--- src/rtl/axi_master_interface_if.sv ---
// Signal bundles for axi_master_interface: the simple user request bus and
// the AXI4 master port. In each bundle the master modport is the initiator side.
interface user_bus_if #(
  parameter int ADDR_WIDTH = 32,
  parameter int DATA_WIDTH = 32
);
  logic [ADDR_WIDTH-1:0]   awaddr;
  logic [7:0]              awlen;
  logic                    awvalid;
  logic                    awready;
  logic [DATA_WIDTH-1:0]   wdata;
  logic [DATA_WIDTH/8-1:0] wstrb;
  logic                    wlast;
  logic                    wvalid;
  logic                    wready;
  logic [ADDR_WIDTH-1:0]   araddr;
  logic [7:0]              arlen;
  logic                    arvalid;
  logic                    arready;
  logic [DATA_WIDTH-1:0]   rdata;
  logic                    rlast;
  logic                    rvalid;
  logic                    rready;
  logic                    wr_err;
  logic                    rd_err;

  modport master (
    output awaddr, awlen, awvalid, input awready,
    output wdata, wstrb, wlast, wvalid, input wready,
    output araddr, arlen, arvalid, input arready,
    input  rdata, rlast, rvalid, output rready,
    input  wr_err, rd_err
  );
  modport slave (
    input  awaddr, awlen, awvalid, output awready,
    input  wdata, wstrb, wlast, wvalid, output wready,
    input  araddr, arlen, arvalid, output arready,
    output rdata, rlast, rvalid, input rready,
    output wr_err, rd_err
  );
endinterface

interface axi4_if #(
  parameter int ADDR_WIDTH = 32,
  parameter int DATA_WIDTH = 32,
  parameter int ID_WIDTH   = 1
);
  logic [ID_WIDTH-1:0]     awid;
  logic [ADDR_WIDTH-1:0]   awaddr;
  logic [7:0]              awlen;
  logic [2:0]              awsize;
  logic [1:0]              awburst;
  logic [3:0]              awcache;
  logic [2:0]              awprot;
  logic                    awvalid;
  logic                    awready;
  logic [DATA_WIDTH-1:0]   wdata;
  logic [DATA_WIDTH/8-1:0] wstrb;
  logic                    wlast;
  logic                    wvalid;
  logic                    wready;
  logic [ID_WIDTH-1:0]     bid;
  logic [1:0]              bresp;
  logic                    bvalid;
  logic                    bready;
  logic [ID_WIDTH-1:0]     arid;
  logic [ADDR_WIDTH-1:0]   araddr;
  logic [7:0]              arlen;
  logic [2:0]              arsize;
  logic [1:0]              arburst;
  logic [3:0]              arcache;
  logic [2:0]              arprot;
  logic                    arvalid;
  logic                    arready;
  logic [ID_WIDTH-1:0]     rid;
  logic [DATA_WIDTH-1:0]   rdata;
  logic [1:0]              rresp;
  logic                    rlast;
  logic                    rvalid;
  logic                    rready;

  modport master (
    output awid, awaddr, awlen, awsize, awburst, awcache, awprot, awvalid, input awready,
    output wdata, wstrb, wlast, wvalid, input wready,
    input  bid, bresp, bvalid, output bready,
    output arid, araddr, arlen, arsize, arburst, arcache, arprot, arvalid, input arready,
    input  rid, rdata, rresp, rlast, rvalid, output rready
  );
  modport slave (
    input  awid, awaddr, awlen, awsize, awburst, awcache, awprot, awvalid, output awready,
    input  wdata, wstrb, wlast, wvalid, output wready,
    output bid, bresp, bvalid, input bready,
    input  arid, araddr, arlen, arsize, arburst, arcache, arprot, arvalid, output arready,
    output rid, rdata, rresp, rlast, rvalid, input rready
  );
endinterface

--- src/rtl/axi_master_interface.sv ---
// User-bus to AXI4 master bridge: registered AW/AR slices, outstanding-burst
// caps, W beats gated behind accepted addresses, sticky response error flags.
module axi_master_interface #(
  parameter int C_M_AXI_ADDR_WIDTH = 32,
  parameter int C_M_AXI_DATA_WIDTH = 32,
  parameter int C_M_AXI_ID_WIDTH   = 1,
  parameter int C_M_AXI_THREAD_ID  = 0,
  parameter int MAX_OUTSTANDING    = 4
) (
  input  logic      ACLK,
  input  logic      ARESET,
  user_bus_if.slave usr,
  axi4_if.master    m_axi
);
  localparam int CW = $clog2(MAX_OUTSTANDING + 1);
  localparam logic [CW-1:0] CNT_ZERO = {CW{1'b0}};
  localparam logic [CW-1:0] CNT_MAX  = CW'(MAX_OUTSTANDING);
  localparam logic [2:0]    AXSIZE   = 3'($clog2(C_M_AXI_DATA_WIDTH / 8));
  localparam logic [C_M_AXI_ADDR_WIDTH-1:0] ADDR_ZERO = {C_M_AXI_ADDR_WIDTH{1'b0}};

  logic [CW-1:0] wr_cnt;
  logic [CW-1:0] rd_cnt;
  logic [CW-1:0] wcredit;
  logic aw_accept, ar_accept, w_last_beat, b_done, r_beat, r_last_beat;
  logic unused_ids;

  // Up/down counter step; simultaneous inc and dec cancel, never wraps below zero.
  function automatic logic [CW-1:0] cnt_step(input logic [CW-1:0] cnt,
                                             input logic inc, input logic dec);
    case ({inc, dec})
      2'b10:   cnt_step = cnt + CW'(1);
      2'b01:   cnt_step = (cnt != CNT_ZERO) ? cnt - CW'(1) : cnt;
      default: cnt_step = cnt;
    endcase
  endfunction

  assign usr.awready = (!m_axi.awvalid || m_axi.awready) && (wr_cnt < CNT_MAX);
  assign usr.arready = (!m_axi.arvalid || m_axi.arready) && (rd_cnt < CNT_MAX);
  assign aw_accept   = usr.awvalid && usr.awready;
  assign ar_accept   = usr.arvalid && usr.arready;
  assign b_done      = m_axi.bvalid;
  assign r_beat      = m_axi.rvalid && m_axi.rready;
  assign r_last_beat = r_beat && m_axi.rlast;
  assign w_last_beat = usr.wvalid && usr.wready && usr.wlast;

  // Fixed burst attributes; responses carry one thread so IDs are not inspected.
  assign m_axi.awid    = C_M_AXI_ID_WIDTH'(C_M_AXI_THREAD_ID);
  assign m_axi.awsize  = AXSIZE;
  assign m_axi.awburst = 2'b01;
  assign m_axi.awcache = 4'b0011;
  assign m_axi.awprot  = 3'b000;
  assign m_axi.arid    = C_M_AXI_ID_WIDTH'(C_M_AXI_THREAD_ID);
  assign m_axi.arsize  = AXSIZE;
  assign m_axi.arburst = 2'b01;
  assign m_axi.arcache = 4'b0011;
  assign m_axi.arprot  = 3'b000;
  assign m_axi.bready  = 1'b1;
  assign unused_ids    = &{1'b0, m_axi.bid, m_axi.rid};

  assign m_axi.wvalid = usr.wvalid && (wcredit != CNT_ZERO);
  assign usr.wready   = m_axi.wready && (wcredit != CNT_ZERO);
  assign m_axi.wdata  = usr.wdata;
  assign m_axi.wstrb  = usr.wstrb;
  assign m_axi.wlast  = usr.wlast;

  assign usr.rdata    = m_axi.rdata;
  assign usr.rlast    = m_axi.rlast;
  assign usr.rvalid   = m_axi.rvalid;
  assign m_axi.rready = usr.rready;

  // AW slice: load on user accept, hold payload until the interconnect takes it.
  always_ff @(posedge ACLK or posedge ARESET) begin
    if (ARESET) begin
      m_axi.awvalid <= 1'b0;
      m_axi.awaddr  <= ADDR_ZERO;
      m_axi.awlen   <= 8'd0;
    end else if (aw_accept) begin
      m_axi.awvalid <= 1'b1;
      m_axi.awaddr  <= usr.awaddr;
      m_axi.awlen   <= usr.awlen;
    end else if (m_axi.awready) begin
      m_axi.awvalid <= 1'b0;
    end
  end

  // AR slice, same structure as AW.
  always_ff @(posedge ACLK or posedge ARESET) begin
    if (ARESET) begin
      m_axi.arvalid <= 1'b0;
      m_axi.araddr  <= ADDR_ZERO;
      m_axi.arlen   <= 8'd0;
    end else if (ar_accept) begin
      m_axi.arvalid <= 1'b1;
      m_axi.araddr  <= usr.araddr;
      m_axi.arlen   <= usr.arlen;
    end else if (m_axi.arready) begin
      m_axi.arvalid <= 1'b0;
    end
  end

  // Outstanding-burst, write-credit counters and sticky error flags.
  always_ff @(posedge ACLK or posedge ARESET) begin
    if (ARESET) begin
      wr_cnt     <= CNT_ZERO;
      rd_cnt     <= CNT_ZERO;
      wcredit    <= CNT_ZERO;
      usr.wr_err <= 1'b0;
      usr.rd_err <= 1'b0;
    end else begin
      wr_cnt     <= cnt_step(wr_cnt, aw_accept, b_done);
      rd_cnt     <= cnt_step(rd_cnt, ar_accept, r_last_beat);
      wcredit    <= cnt_step(wcredit, aw_accept, w_last_beat);
      usr.wr_err <= usr.wr_err || (b_done && (m_axi.bresp != 2'b00));
      usr.rd_err <= usr.rd_err || (r_beat && (m_axi.rresp != 2'b00));
    end
  end
endmodule

--- src/flat_wrapper.sv ---
// flat-port wrapper written by rule: the top's interface ports become plain ports
module axi_master_interface_flat 
#(
  parameter int C_M_AXI_ADDR_WIDTH = 32,
  parameter int C_M_AXI_DATA_WIDTH = 32,
  parameter int C_M_AXI_ID_WIDTH   = 1,
  parameter int C_M_AXI_THREAD_ID  = 0,
  parameter int MAX_OUTSTANDING    = 4
)
  (ACLK, ARESET, usr_awaddr, usr_awlen, usr_awvalid, usr_awready, usr_wdata, usr_wstrb, usr_wlast, usr_wvalid, usr_wready, usr_araddr, usr_arlen, usr_arvalid, usr_arready, usr_rdata, usr_rlast, usr_rvalid, usr_rready, usr_wr_err, usr_rd_err, m_axi_awid, m_axi_awaddr, m_axi_awlen, m_axi_awsize, m_axi_awburst, m_axi_awcache, m_axi_awprot, m_axi_awvalid, m_axi_awready, m_axi_wdata, m_axi_wstrb, m_axi_wlast, m_axi_wvalid, m_axi_wready, m_axi_bid, m_axi_bresp, m_axi_bvalid, m_axi_bready, m_axi_arid, m_axi_araddr, m_axi_arlen, m_axi_arsize, m_axi_arburst, m_axi_arcache, m_axi_arprot, m_axi_arvalid, m_axi_arready, m_axi_rid, m_axi_rdata, m_axi_rresp, m_axi_rlast, m_axi_rvalid, m_axi_rready);
  user_bus_if #(.ADDR_WIDTH(32), .DATA_WIDTH(32)) usr_i ();
  axi4_if #(.ADDR_WIDTH(32), .DATA_WIDTH(32), .ID_WIDTH(1)) m_axi_i ();
  input  logic ACLK;
  input  logic ARESET;
  input wire logic [$bits(usr_i.awaddr)-1:0] usr_awaddr;
  input wire logic [$bits(usr_i.awlen)-1:0] usr_awlen;
  input wire logic [$bits(usr_i.awvalid)-1:0] usr_awvalid;
  output wire logic [$bits(usr_i.awready)-1:0] usr_awready;
  input wire logic [$bits(usr_i.wdata)-1:0] usr_wdata;
  input wire logic [$bits(usr_i.wstrb)-1:0] usr_wstrb;
  input wire logic [$bits(usr_i.wlast)-1:0] usr_wlast;
  input wire logic [$bits(usr_i.wvalid)-1:0] usr_wvalid;
  output wire logic [$bits(usr_i.wready)-1:0] usr_wready;
  input wire logic [$bits(usr_i.araddr)-1:0] usr_araddr;
  input wire logic [$bits(usr_i.arlen)-1:0] usr_arlen;
  input wire logic [$bits(usr_i.arvalid)-1:0] usr_arvalid;
  output wire logic [$bits(usr_i.arready)-1:0] usr_arready;
  output wire logic [$bits(usr_i.rdata)-1:0] usr_rdata;
  output wire logic [$bits(usr_i.rlast)-1:0] usr_rlast;
  output wire logic [$bits(usr_i.rvalid)-1:0] usr_rvalid;
  input wire logic [$bits(usr_i.rready)-1:0] usr_rready;
  output wire logic [$bits(usr_i.wr_err)-1:0] usr_wr_err;
  output wire logic [$bits(usr_i.rd_err)-1:0] usr_rd_err;
  output wire logic [$bits(m_axi_i.awid)-1:0] m_axi_awid;
  output wire logic [$bits(m_axi_i.awaddr)-1:0] m_axi_awaddr;
  output wire logic [$bits(m_axi_i.awlen)-1:0] m_axi_awlen;
  output wire logic [$bits(m_axi_i.awsize)-1:0] m_axi_awsize;
  output wire logic [$bits(m_axi_i.awburst)-1:0] m_axi_awburst;
  output wire logic [$bits(m_axi_i.awcache)-1:0] m_axi_awcache;
  output wire logic [$bits(m_axi_i.awprot)-1:0] m_axi_awprot;
  output wire logic [$bits(m_axi_i.awvalid)-1:0] m_axi_awvalid;
  input wire logic [$bits(m_axi_i.awready)-1:0] m_axi_awready;
  output wire logic [$bits(m_axi_i.wdata)-1:0] m_axi_wdata;
  output wire logic [$bits(m_axi_i.wstrb)-1:0] m_axi_wstrb;
  output wire logic [$bits(m_axi_i.wlast)-1:0] m_axi_wlast;
  output wire logic [$bits(m_axi_i.wvalid)-1:0] m_axi_wvalid;
  input wire logic [$bits(m_axi_i.wready)-1:0] m_axi_wready;
  input wire logic [$bits(m_axi_i.bid)-1:0] m_axi_bid;
  input wire logic [$bits(m_axi_i.bresp)-1:0] m_axi_bresp;
  input wire logic [$bits(m_axi_i.bvalid)-1:0] m_axi_bvalid;
  output wire logic [$bits(m_axi_i.bready)-1:0] m_axi_bready;
  output wire logic [$bits(m_axi_i.arid)-1:0] m_axi_arid;
  output wire logic [$bits(m_axi_i.araddr)-1:0] m_axi_araddr;
  output wire logic [$bits(m_axi_i.arlen)-1:0] m_axi_arlen;
  output wire logic [$bits(m_axi_i.arsize)-1:0] m_axi_arsize;
  output wire logic [$bits(m_axi_i.arburst)-1:0] m_axi_arburst;
  output wire logic [$bits(m_axi_i.arcache)-1:0] m_axi_arcache;
  output wire logic [$bits(m_axi_i.arprot)-1:0] m_axi_arprot;
  output wire logic [$bits(m_axi_i.arvalid)-1:0] m_axi_arvalid;
  input wire logic [$bits(m_axi_i.arready)-1:0] m_axi_arready;
  input wire logic [$bits(m_axi_i.rid)-1:0] m_axi_rid;
  input wire logic [$bits(m_axi_i.rdata)-1:0] m_axi_rdata;
  input wire logic [$bits(m_axi_i.rresp)-1:0] m_axi_rresp;
  input wire logic [$bits(m_axi_i.rlast)-1:0] m_axi_rlast;
  input wire logic [$bits(m_axi_i.rvalid)-1:0] m_axi_rvalid;
  output wire logic [$bits(m_axi_i.rready)-1:0] m_axi_rready;
  assign usr_i.awaddr = usr_awaddr;
  assign usr_i.awlen = usr_awlen;
  assign usr_i.awvalid = usr_awvalid;
  assign usr_awready = usr_i.awready;
  assign usr_i.wdata = usr_wdata;
  assign usr_i.wstrb = usr_wstrb;
  assign usr_i.wlast = usr_wlast;
  assign usr_i.wvalid = usr_wvalid;
  assign usr_wready = usr_i.wready;
  assign usr_i.araddr = usr_araddr;
  assign usr_i.arlen = usr_arlen;
  assign usr_i.arvalid = usr_arvalid;
  assign usr_arready = usr_i.arready;
  assign usr_rdata = usr_i.rdata;
  assign usr_rlast = usr_i.rlast;
  assign usr_rvalid = usr_i.rvalid;
  assign usr_i.rready = usr_rready;
  assign usr_wr_err = usr_i.wr_err;
  assign usr_rd_err = usr_i.rd_err;
  assign m_axi_awid = m_axi_i.awid;
  assign m_axi_awaddr = m_axi_i.awaddr;
  assign m_axi_awlen = m_axi_i.awlen;
  assign m_axi_awsize = m_axi_i.awsize;
  assign m_axi_awburst = m_axi_i.awburst;
  assign m_axi_awcache = m_axi_i.awcache;
  assign m_axi_awprot = m_axi_i.awprot;
  assign m_axi_awvalid = m_axi_i.awvalid;
  assign m_axi_i.awready = m_axi_awready;
  assign m_axi_wdata = m_axi_i.wdata;
  assign m_axi_wstrb = m_axi_i.wstrb;
  assign m_axi_wlast = m_axi_i.wlast;
  assign m_axi_wvalid = m_axi_i.wvalid;
  assign m_axi_i.wready = m_axi_wready;
  assign m_axi_i.bid = m_axi_bid;
  assign m_axi_i.bresp = m_axi_bresp;
  assign m_axi_i.bvalid = m_axi_bvalid;
  assign m_axi_bready = m_axi_i.bready;
  assign m_axi_arid = m_axi_i.arid;
  assign m_axi_araddr = m_axi_i.araddr;
  assign m_axi_arlen = m_axi_i.arlen;
  assign m_axi_arsize = m_axi_i.arsize;
  assign m_axi_arburst = m_axi_i.arburst;
  assign m_axi_arcache = m_axi_i.arcache;
  assign m_axi_arprot = m_axi_i.arprot;
  assign m_axi_arvalid = m_axi_i.arvalid;
  assign m_axi_i.arready = m_axi_arready;
  assign m_axi_i.rid = m_axi_rid;
  assign m_axi_i.rdata = m_axi_rdata;
  assign m_axi_i.rresp = m_axi_rresp;
  assign m_axi_i.rlast = m_axi_rlast;
  assign m_axi_i.rvalid = m_axi_rvalid;
  assign m_axi_rready = m_axi_i.rready;
  axi_master_interface #(.C_M_AXI_ADDR_WIDTH(C_M_AXI_ADDR_WIDTH), .C_M_AXI_DATA_WIDTH(C_M_AXI_DATA_WIDTH), .C_M_AXI_ID_WIDTH(C_M_AXI_ID_WIDTH), .C_M_AXI_THREAD_ID(C_M_AXI_THREAD_ID), .MAX_OUTSTANDING(MAX_OUTSTANDING)) u_core (.ACLK(ACLK), .ARESET(ARESET), .usr(usr_i), .m_axi(m_axi_i));
endmodule
--- config.mk ---
export PLATFORM = sky130hd
export DESIGN_NAME = axi_master_interface_flat
export DESIGN_NICKNAME = d
export VERILOG_FILES = /design/src/rtl/axi_master_interface_if.sv /design/src/rtl/axi_master_interface.sv /design/src/flat_wrapper.sv
export SDC_FILE = /design/constraint.sdc
export NUM_CORES = 1
export LEC_CHECK = 0
export CORE_AREA = 8 8 131 133
export DETAILED_ROUTE_END_ITERATION = 8
export DIE_AREA = 0 0 139 141
export PLACE_DENSITY = 0.74
export RECOVER_POWER = 100
export SYNTH_ARGS = -nofsm -noshare
export SYNTH_HDL_FRONTEND = slang
export SYNTH_SLANG_ARGS = --single-unit
--- constraint.sdc ---
create_clock -name ACLK -period 8.1 [get_ports ACLK]
set_clock_uncertainty 0.15 [all_clocks]
set_input_delay 2.43 -clock ACLK [delete_from_list [all_inputs] [get_ports ACLK]]
set_output_delay 2.43 -clock ACLK [all_outputs]
set_load 0.005 [all_outputs]
# Yosys cells after proc, flatten, opt, wreduce, memory -nomap -nowiden
# Cells that the tools add are included.
dict set report totals {
  reg_bits 93
  input_bits 167
  out_inout_bits 187
  elab_cells 69
}
dict set report op_classes {
  n_addsub 6
  order_cmp 2
  n_eq_ne 9
  muxes 10
  n_reduce_logical 31
}
# op count
set op_table {}
lappend op_table {{$pmux W3 S2} 3}
lappend op_table {{$reduce_bool A2 Y1} 7}
lappend op_table {{$logic_and A1 B1 Y1} 12}
lappend op_table {{$add A3 B1 Y3 const B} 3}
lappend op_table {{$mux W3} 3}
lappend op_table {{$reduce_bool A3 Y1} 3}
lappend op_table {{$sub A3 B1 Y3 const B} 3}
lappend op_table {{$eq A2 B1 Y1 const B} 3}
lappend op_table {{$eq A2 B2 Y1 const B} 3}
lappend op_table {{$lt A3 B3 Y1 const B} 2}
lappend op_table {{$ne A2 B1 Y1 const B} 3}
lappend op_table {{$reduce_and A2 Y1} 3}
lappend op_table {{$logic_or A1 B1 Y1} 4}
lappend op_table {{$mux W1} 4}
lappend op_table {{$logic_not A1 Y1} 2}

# Longest topological paths before layout
# Gate-level depths: netlist (run 1).
dict set report depth {
  depth_word 7
  ltp_mapped 8
  depth_no_buf 7
}

# Worst setup path after synthesis (run 1)
# No wires, ideal clock.
dict set report synth_path {
  path_type {input -> output}
  startpoint {input m_axi_awready}
  endpoint {output usr_awready}
  arrival_time_ns 2.740
  required_ns 5.520
  slack_ns 2.780
  stages 2
  n_path_buf 0
  path_cell_list {and2b_4 nor2_1}
}
dict set report synth_between {
  elab_chain_cells 2
}
# element line_no
set synth_lines {}
lappend synth_lines {{start, declared} flat_wrapper.sv:42} ;# input wire logic [$bits(m_axi_i.awready)-1:0] m_axi_awready;
lappend synth_lines {{$logic_or A1 B1 Y1} axi_master_interface.sv:37} ;# assign usr.awready = (!m_axi.awvalid || m_axi.awready) && (wr_cnt < CNT_MAX);
lappend synth_lines {{$logic_and A1 B1 Y1} axi_master_interface.sv:37}
lappend synth_lines {{end, declared} flat_wrapper.sv:18} ;# output wire logic [$bits(usr_i.awready)-1:0] usr_awready;
# Every way passes these cells.

# Final worst setup path (run 1)
# Ends and elaborated chain as after synthesis.

==> results.txt, run 1 <==
The run finished, with violations left. The final reports fail on capacitance limit, slew limit. The number of cells produced by synthesis is around 530. The startpoint identified for the worst register-to-register timing path is u_core.rd_cnt[2]$_DFFE_PP0P_. The share of total power in sequential cells is 38.3%. In this run the count of I/O pins placed on the die edge is 354. The die footprint came out at 19600 sq um. The library cell used most frequently in the layout, excluding fill and tap cells, is sky130_fd_sc_hd__nand2_1.

The post-synthesis register bit count is 93. The core area is approximately 15000 sq um. Summed over all nets, the switching power comes to 671 uW. The fraction of synthesized cell area taken by the top area cell type came out at 50.9%. The signal on the critical path passes through dlygate4sd3_1, and2b_1, nor2_1, dlygate4sd3_1. The detailed-routing iteration count for the pre-antenna-repair pass came out at 4. The synthesis-to-layout area growth came out at 37.5%. The number of instances resized during post-cts repair is 0. The average instance area after synthesis came out at about 8.7 sq um. For this block, the initial DRC count from the detailed router was 120. The maximum vdd drop is 0.165 mV. The pin count of the biggest net entering global routing came out at 49.

The fraction of power consumed by the clock network is 22.0%. By area the synthesized netlist is led by sky130_fd_sc_hd__dfrtp_1 51%, sky130_fd_sc_hd__nand2_1 21%, sky130_fd_sc_hd__buf_4 16%. The maximum cell stage delay along the critical path is 590 ps. The min-delay analysis places its worst path in the category reg2reg.

The detailed-placement wirelength estimate came out at roughly 9.5 mm. The number of buffers added on ports came out at between 150 and 200. In this run the power density over the cells is ~330 nW/um^2.

The via count of the first global-routing pass was 3651. STA puts the critical path data required time at roughly 5500 ps. Setup repair after global routing left no endpoint under its margin. The logic gate share of total power is 39.7%.

For this block, the routed nets add up to 12.6 mm of wire. The unique cell type count in the Yosys netlist came out at 39. The finished layout cell area is 6280 sq um.

The minimum clock period is approximately 6500 ps. The number of antenna violations at the first check in global routing came out at 0. The most critical setup path has its startpoint at m_axi_awready. The post-CTS setup buffer count came out at 0. The max-capacitance violation count came out at 4.

The post-route antenna net violation count is 0. The worst setup path is captured at a primary output. The final-layout fill cell count came out at 1468.

Routability-driven placement finished with a final weighted congestion of 0.752. The worst pin sits at a relative slew slack of -91.0%. The worst setup path is launched from an input pin. The highest clock frequency the design can meet is 154 MHz. The number of buffers created by CTS came out at 9. TritonCTS built the clock tree. In the layout the commonest cells are 251 x sky130_fd_sc_hd__nand2_1, 99 x sky130_fd_sc_hd__dlygate4sd3_1, 93 x sky130_fd_sc_hd__dfrtp_1.

The fraction of layout instances using a drive strength above 1 is 2.96%. Among all stages on the critical path, the largest delay is contributed by sky130_fd_sc_hd__dlygate4sd3_1. The share of the clock period used by the worst path after layout came out at about 80%. Counting every sink on the clock net gives 93. The data arrival time of the critical path is 3900 ps. The cell-internal power is 1.43 mW. In this run the number of H-tree levels came out at 3.

The hold violation count in the final report came out at 0. The post-synthesis instance area came out at 4570 sq um. The largest total area in the synthesized netlist belongs to sky130_fd_sc_hd__dfrtp_1.

The cell that appears most often on the critical path is sky130_fd_sc_hd__dlygate4sd3_1. The die height came out at approximately 140 microns. The via count normalized by instance count is 4.28. The maximum fanout count along the critical path is 5.

The average wire per standard cell is 15.2 microns. Summed over all layers, the global routing overflow is 0. The synthesis warning total is 0. After detailed routing, the number of remaining DRC violations is 0. The final-stage net count came out at 806. Detailed routing inserted a total of 3546 vias. The summed negative setup slack over all endpoints is 0 ps.

The setup path with the least slack is of type in2out. The first global-routing pass estimated between 20 and 25 mm of wire. The tree is rooted in a sky130_fd_sc_hd__clkbuf_16. The later-pin clock latency in the skew report came out at roughly 330 ps. The final core area utilization is 42.0%. The number of cell rows came out at 45. After synthesis, flip-flops and latches occupy between 50% and 60% of the total area.

The initial utilization of the core area, before any placement, comes to between 30% and 40%. The final-report max-slew violation count is 135. The worst hold path begins at u_core.usr.rd_err$_DFF_PP0_. The static leakage came out at just over 3 nW. At the pin with the least slew margin, the transition time is 2850 ps. Clock-pin slew was measured on the worst setup and hold paths at 60 ps. In the global route stage, overall resource usage came out at between 10% and 20%. Net switching is between 30% and 40% of the power. The maximum number of buffers from clock root to sink came out at 2. The width of the die is 139 microns. The repair_antennas step left the layout with diodes totalling 0.

The number of endpoints failing setup at the final stage is 0. After clock tree synthesis, the flow added hold-fix buffers numbering 0. Once placement finished, the instance area stood at 5980 sq um.
## final timing paths
path,cells past startpoint,to,slack [ps]
setup / recovery,4,usr_awready,1620
hold / removal,1,u_core.usr.rd_err$_DFF_PP0_,310
setup reg to reg,4,u_core.rd_cnt[1]$_DFFE_PP0P_,4580
hold reg to reg,1,u_core.usr.rd_err$_DFF_PP0_,310
max in group asynchronous,3,u_core.m_axi.awaddr[19]$_DFFE_PP0P_,3480
min in group asynchronous,2,u_core.m_axi.araddr[4]$_DFFE_PP0P_,2920
## power groups by stage
| stage | Clock, mW | Combinational [mW] | Sequential (mW) |
|---|---|---|---|
| final | 0.463 | 0.834 | 0.804 |
| after global routing | 0.499 | 0.945 | 0.839 |
| after CTS | 0.481 | 0.938 | 0.816 |
| after detailed placement | 0 | 0.934 | 0.822 |
| after global placement | 0 | 0.920 | 0.815 |
| after floorplan | 0 | 0.385 | 0.831 |
## logic make-up (layout without fill, tap and decap cells)
group	after synthesis	in the layout	share of synthesized area, %
mux	3	3	0.657
buf+inv	124	213	18.6
simple gates	278	278	24.4
fa+ha+maj	3	3	1.31
compound gates	20	20	3.15
flops	93	93	50.9
other cells	2	27	0.164
xor+xnor	4	4	0.766
## flip-flops by register name, indices dropped and copies added, names as in the netlist
| register | count |
|---|---|
| u_core.wcredit | 3 |
| u_core.usr.rd_err | 1 |
| u_core.m_axi.awvalid | 1 |
| u_core.usr.wr_err | 1 |
| u_core.m_axi.arvalid | 1 |
| u_core.rd_cnt | 3 |
| u_core.m_axi.awlen | 8 |
| u_core.wr_cnt | 3 |
| u_core.m_axi.arlen | 8 |
| u_core.m_axi.araddr | 32 |
| u_core.m_axi.awaddr | 32 |
## stage by stage
| step | worst slack (ps) | hold WS, ps | total power, mW | std cells |
|---|---|---|---|---|
| 2_1_floorplan | 2780 | 309 | 1.22 | 552 |
| 3_3_place_gp | 1810 | 303 | 1.73 | 813 |
| 3_5_place_dp | 1800 | 306 | 1.76 | 813 |
| 4_1_cts | 1780 | 324 | 2.23 | 829 |
| 5_1_grt | 1560 | 339 | 2.28 | 829 |
| 6_report | 1620 | 310 | 2.10 | 829 |
## synth_stat cells
cell type / count
sky130_fd_sc_hd__o21ai_1: 1
sky130_fd_sc_hd__buf_2: 10
sky130_fd_sc_hd__o211ai_2: 1
sky130_fd_sc_hd__nand3_1: 2
sky130_fd_sc_hd__and3_1: 1
sky130_fd_sc_hd__nor2_4: 1
sky130_fd_sc_hd__buf_1: 4
sky130_fd_sc_hd__conb_1: 2
sky130_fd_sc_hd__a21o_1: 2
sky130_fd_sc_hd__o21ai_0: 2
sky130_fd_sc_hd__o2111ai_1: 1
sky130_fd_sc_hd__buf_4: 99
sky130_fd_sc_hd__nand2b_4: 1
sky130_fd_sc_hd__nor3_1: 1
sky130_fd_sc_hd__inv_1: 7
sky130_fd_sc_hd__nand2_1: 250
sky130_fd_sc_hd__o311ai_1: 1
sky130_fd_sc_hd__fa_1: 3
sky130_fd_sc_hd__nor2b_1: 5
sky130_fd_sc_hd__a221oi_1: 1
sky130_fd_sc_hd__a31o_1: 1
sky130_fd_sc_hd__clkbuf_1: 4
sky130_fd_sc_hd__o211ai_1: 2
sky130_fd_sc_hd__xnor2_1: 4
sky130_fd_sc_hd__nor2_1: 6
sky130_fd_sc_hd__or4_1: 1
sky130_fd_sc_hd__nand2b_1: 5
sky130_fd_sc_hd__dfrtp_1: 93
sky130_fd_sc_hd__and2b_1: 1
sky130_fd_sc_hd__a21oi_1: 4
sky130_fd_sc_hd__a21boi_1: 1
sky130_fd_sc_hd__a22oi_1: 1
sky130_fd_sc_hd__mux2i_1: 3
sky130_fd_sc_hd__a211oi_1: 1
sky130_fd_sc_hd__nand2_2: 1
sky130_fd_sc_hd__nor3_2: 1
sky130_fd_sc_hd__o221ai_1: 1
sky130_fd_sc_hd__and2b_4: 1
sky130_fd_sc_hd__or3_1: 1
## layout make-up
cell class	instances	area [sq um]	share of cell area [%]
Clock inverter	3	67.6	1.08
Timing Repair Buffer	190	1900	30.2
Tap cell	188	235	3.74
Inverter	7	27.5	0.438
Multi-Input combinational cell	335	1470	23.4
Clock buffer	13	260	4.14
Sequential cell	93	2330	37.0
## routing by layer
metal  wire, microns  global-route usage [%]  up-vias
li1                -                       -     1711
met1            4930                    13.7     1585
met2            5640                    20.2      223
met3            1660                    8.07       27
met4             376                    6.01        0
met5               0                       0        -
## worst max-delay path, delay by kind of cell
kind,cells,cell delay (ps)
buffers and inverters,2,1130
AND/OR/NAND/NOR,2,330
No activity file was read; power rests on OpenSTA's default activity.
==> run 2, diff against run 1 <==
--- a/config.mk
+++ b/config.mk
@@ -5,10 +5,11 @@
 export SDC_FILE = /design/constraint.sdc
 export NUM_CORES = 1
 export LEC_CHECK = 0
-export CORE_AREA = 8 8 131 133
+export CORE_ASPECT_RATIO = 2
+export CORE_MARGIN = 8
+export CORE_UTILIZATION = 31
 export DETAILED_ROUTE_END_ITERATION = 8
-export DIE_AREA = 0 0 139 141
-export PLACE_DENSITY = 0.74
+export PLACE_DENSITY = 0.78
 export RECOVER_POWER = 100
 export SYNTH_ARGS = -nofsm -noshare
 export SYNTH_HDL_FRONTEND = slang
==> constraint.sdc (replaced) <==
create_clock -name ACLK -period 5.8 [get_ports ACLK]
set_clock_uncertainty 0.15 [all_clocks]
set_input_delay 1.74 -clock ACLK [delete_from_list [all_inputs] [get_ports ACLK]]
set_output_delay 1.74 -clock ACLK [all_outputs]
set_load 0.005 [all_outputs]
==> run 2 against run 1 <==
Effect of this change:
- clock power up 43%
- count of clock-buffer cells in the layout unchanged
- global-route usage up 0.086 points
- critical endpoint unchanged
- via count up 0.54%
- the flow still finishes with violations (capacitance limit, slew limit)
- final cell count up 0.97%
- non-clock buffer count unchanged
==> results.txt, run 2 (same netlist as run 1, synthesis figures left out) <==
The overall via count from detail_route is 3565 (was 3546). The aggregate routed wire length came out at 12.4 mm (was 12.6 mm). The post-CTS setup buffer count was 0 (unchanged). The initial cell density of the core is 31.2% (was 30.5%). The via count normalized by instance count came out at 4.26 (was 4.28). The clock tree root buffer cell was sky130_fd_sc_hd__clkbuf_16 (unchanged).

The critical path class is in2out (unchanged). The detailed-routing iteration count for the pre-antenna-repair pass came out at 4 (unchanged). The synthesis-to-layout area growth is 38.1% (was 37.5%).

The final-report max-slew violation count came out at 165 (was 135). The kind of cell adding the most delay to the critical path is buffers and inverters (unchanged). The critical path endpoint category was a primary output (unchanged). Most frequent cells in the layout: 251 x sky130_fd_sc_hd__nand2_1, 98 x sky130_fd_sc_hd__dlygate4sd3_1, 93 x sky130_fd_sc_hd__dfrtp_1 (was 251 x sky130_fd_sc_hd__nand2_1, 99 x sky130_fd_sc_hd__dlygate4sd3_1, 93 x sky130_fd_sc_hd__dfrtp_1). The overall overflow remaining after global route is 0 (unchanged). The most common cell after layout, fill and taps aside is sky130_fd_sc_hd__nand2_1 (unchanged). The overall power after layout was 2.95 mW (was 2.10 mW). The die height is 188 microns (was 141 microns). The later-pin clock latency in the skew report is 340 ps (was 330 ps). The ratio of total power to cell area came out at 468 nW/um^2 (was 334 nW/um^2). Setup repair after global routing missed its margin: no (unchanged).

The initial detailed-routing violation count came out at 73 (was 120). The fraction of layout instances using a drive strength above 1 came out at 3.12% (was 2.96%). The worst-path cell with the longest stage delay is sky130_fd_sc_hd__dlygate4sd3_1 (unchanged).

The post-route antenna net violation count is 0 (unchanged). Run status: finished, violations left (unchanged). The required time of the critical path came out at 3910 ps (was 5520 ps). The via count of the first global-routing pass came out at 3832 (was 3651). The share of the clock period used by the worst path after layout came out at 87.5%. Regs by FF count: u_core.m_axi.araddr (32), u_core.m_axi.awaddr (32) (unchanged). The final-stage net count came out at 806 (unchanged).

The highest clock frequency the design can meet came out at around 200 MHz. The boundary pin count came to 354 (unchanged). The clock net sink count is 93 (unchanged).

The number of cell rows came out at 63 (was 45). The clock slew at the register clock pins of the worst setup and hold paths is 60 ps (about the same). The TritonCTS clock tree is done (unchanged). The maximum fanout count along the critical path is 5 (unchanged). The weighted congestion at the end of routability-driven global placement was 0.847 (was 0.752). The nature of the critical path startpoint is an input pin (unchanged). The detailed-placement wirelength estimate is 9.46 mm (was 9.51 mm).

The hold violation count in the final report came out at 0 (unchanged). The relative slew slack is -90.8% (was -91.0%). The buffers plus inverters on the worst setup path is 2 (unchanged).

The number of antenna violations at the first check in global routing is 0 (unchanged). The static leakage came to 3.12 nW (was 3.10 nW). The maximum vdd drop is 0.217 mV (was 0.165 mV). The number of endpoints failing setup at the final stage came out at 0 (unchanged). The class of the most critical hold timing path is reg2reg (unchanged). The die footprint came out at 19100 sq um (was 19600 sq um). The actual slew at the worst max-slew pin is 2860 ps (was 2850 ps).

The average wire per standard cell came out at 14.8 microns (was 15.2 microns). The maximum number of buffers from clock root to sink is 2 (unchanged). The summed negative setup slack over all endpoints came out at 0 ps (unchanged). The minimum clock period is roughly 5100 ps.

The final-layout fill cell count came out at 1398 (was 1468). The data arrival time of the critical path came out at 3190 ps (was 3900 ps). The number of buffers created by CTS came out at 9 (unchanged). The DRC violations left is 0 (unchanged). The aggregate global-route resource usage is 13.1% (was 13.0%). The cell with the most instances on the worst path is sky130_fd_sc_hd__dlygate4sd3_1 (unchanged). The core area is 14700 sq um (was 15000 sq um). The max-capacitance violation count is 3 (was 4). The pin count of the biggest net entering global routing is 77 (was 49).

Violated checks: capacitance limit, slew limit (unchanged). The number of hold buffers added after CTS was 0 (unchanged). The number of instances resized during post-cts repair came out at 0 (unchanged). The H-tree depth came to 3 (unchanged). The wire length of the first global-routing pass is 19.4 mm (was 20.2 mm). Critical Path, Cell by Cell: dlygate4sd3_1, and2b_1, nor2_1, dlygate4sd3_1 (unchanged). The width of the die came to 102 microns (was 139 microns). The maximum cell stage delay along the critical path is 570 ps (was 590 ps). The number of buffers added on ports came out at 188 (unchanged).
run 2: cell types whose count changed in the layout (fill, tap and decap cells not counted):
cell,before,now
sky130_fd_sc_hd__clkdlybuf4s50_1,89,90
sky130_fd_sc_hd__clkbuf_8,2,4
sky130_fd_sc_hd__inv_1,6,7
sky130_fd_sc_hd__clkinvlp_4,1,0
sky130_fd_sc_hd__clkbuf_1,2,0
sky130_fd_sc_hd__clkinv_2,0,1
sky130_fd_sc_hd__diode_2,0,1
sky130_fd_sc_hd__o311ai_0,0,1
sky130_fd_sc_hd__o311ai_1,1,0
sky130_fd_sc_hd__clkinvlp_2,1,0
sky130_fd_sc_hd__buf_4,2,1
sky130_fd_sc_hd__dlygate4sd3_1,99,98
sky130_fd_sc_hd__clkbuf_2,0,1
run 2: final cells by class:
type | instances | area, sq um | area share (%)
Sequential cell | 93 | 2330 | 36.9
Clock inverter | 3 | 65.1 | 1.03
Tap cell | 195 | 244 | 3.87
Antenna cell | 1 | 2.50 | 0.0397
Clock buffer | 13 | 280 | 4.44
Multi-Input combinational cell | 335 | 1470 | 23.3
Timing Repair Buffer | 190 | 1890 | 30.0
Inverter | 7 | 26.3 | 0.416
run 2: tightest hold or removal path, stage by stage, from the launching register on:
cell and delay [ps]:
sky130_fd_sc_hd__dfrtp_1 340, sky130_fd_sc_hd__nand2_1 50, sky130_fd_sc_hd__nand2_1 50
run 2: worst paths after layout:
path | start | endpoint | slack, ps | depth (start not counted)
hold reg to reg | u_core.m_axi.awaddr[6]$_DFFE_PP0P_ | u_core.m_axi.awaddr[6]$_DFFE_PP0P_ | 320 | 2
setup / recovery | m_axi_awready | usr_awready | 720 | 4
setup reg to reg | u_core.rd_cnt[2]$_DFFE_PP0P_ | u_core.rd_cnt[1]$_DFFE_PP0P_ | 2380 | 4
min in group asynchronous | ARESET | u_core.m_axi.awaddr[11]$_DFFE_PP0P_ | 2730 | 2
max in group asynchronous | ARESET | u_core.m_axi.arlen[7]$_DFFE_PP0P_ | 1070 | 3
hold / removal | u_core.m_axi.awaddr[6]$_DFFE_PP0P_ | u_core.m_axi.awaddr[6]$_DFFE_PP0P_ | 320 | 2
run 2: power by group:
part	leakage, nW	switching (mW)	total, mW	internal [mW]
registers	1.14	0.167	1.13	0.959
logic	1.81	0.531	1.17	0.634
clock network	0.172	0.236	0.660	0.424
run 2: per-stage QoR:
step	setup WS (ps)	area (sq um)	util, %	hold WS, ps	cells
6_report	723	6310	43.0	318	837
5_1_grt	434	6310	43.0	336	836
4_1_cts	904	6340	43.2	325	836
3_5_place_dp	904	5990	40.9	303	820
3_3_place_gp	910	5990	40.9	298	820
2_1_floorplan	1490	4660	-	309	552
run 2: per-layer routing:
metal | vias up | wire length (microns) | track usage (%)
met5 | - | 0 | 0
met4 | 0 | 853 | 11.6
met3 | 53 | 1810 | 6.39
met2 | 190 | 5210 | 20.0
met1 | 1602 | 4490 | 12.6
li1 | 1720 | - | -
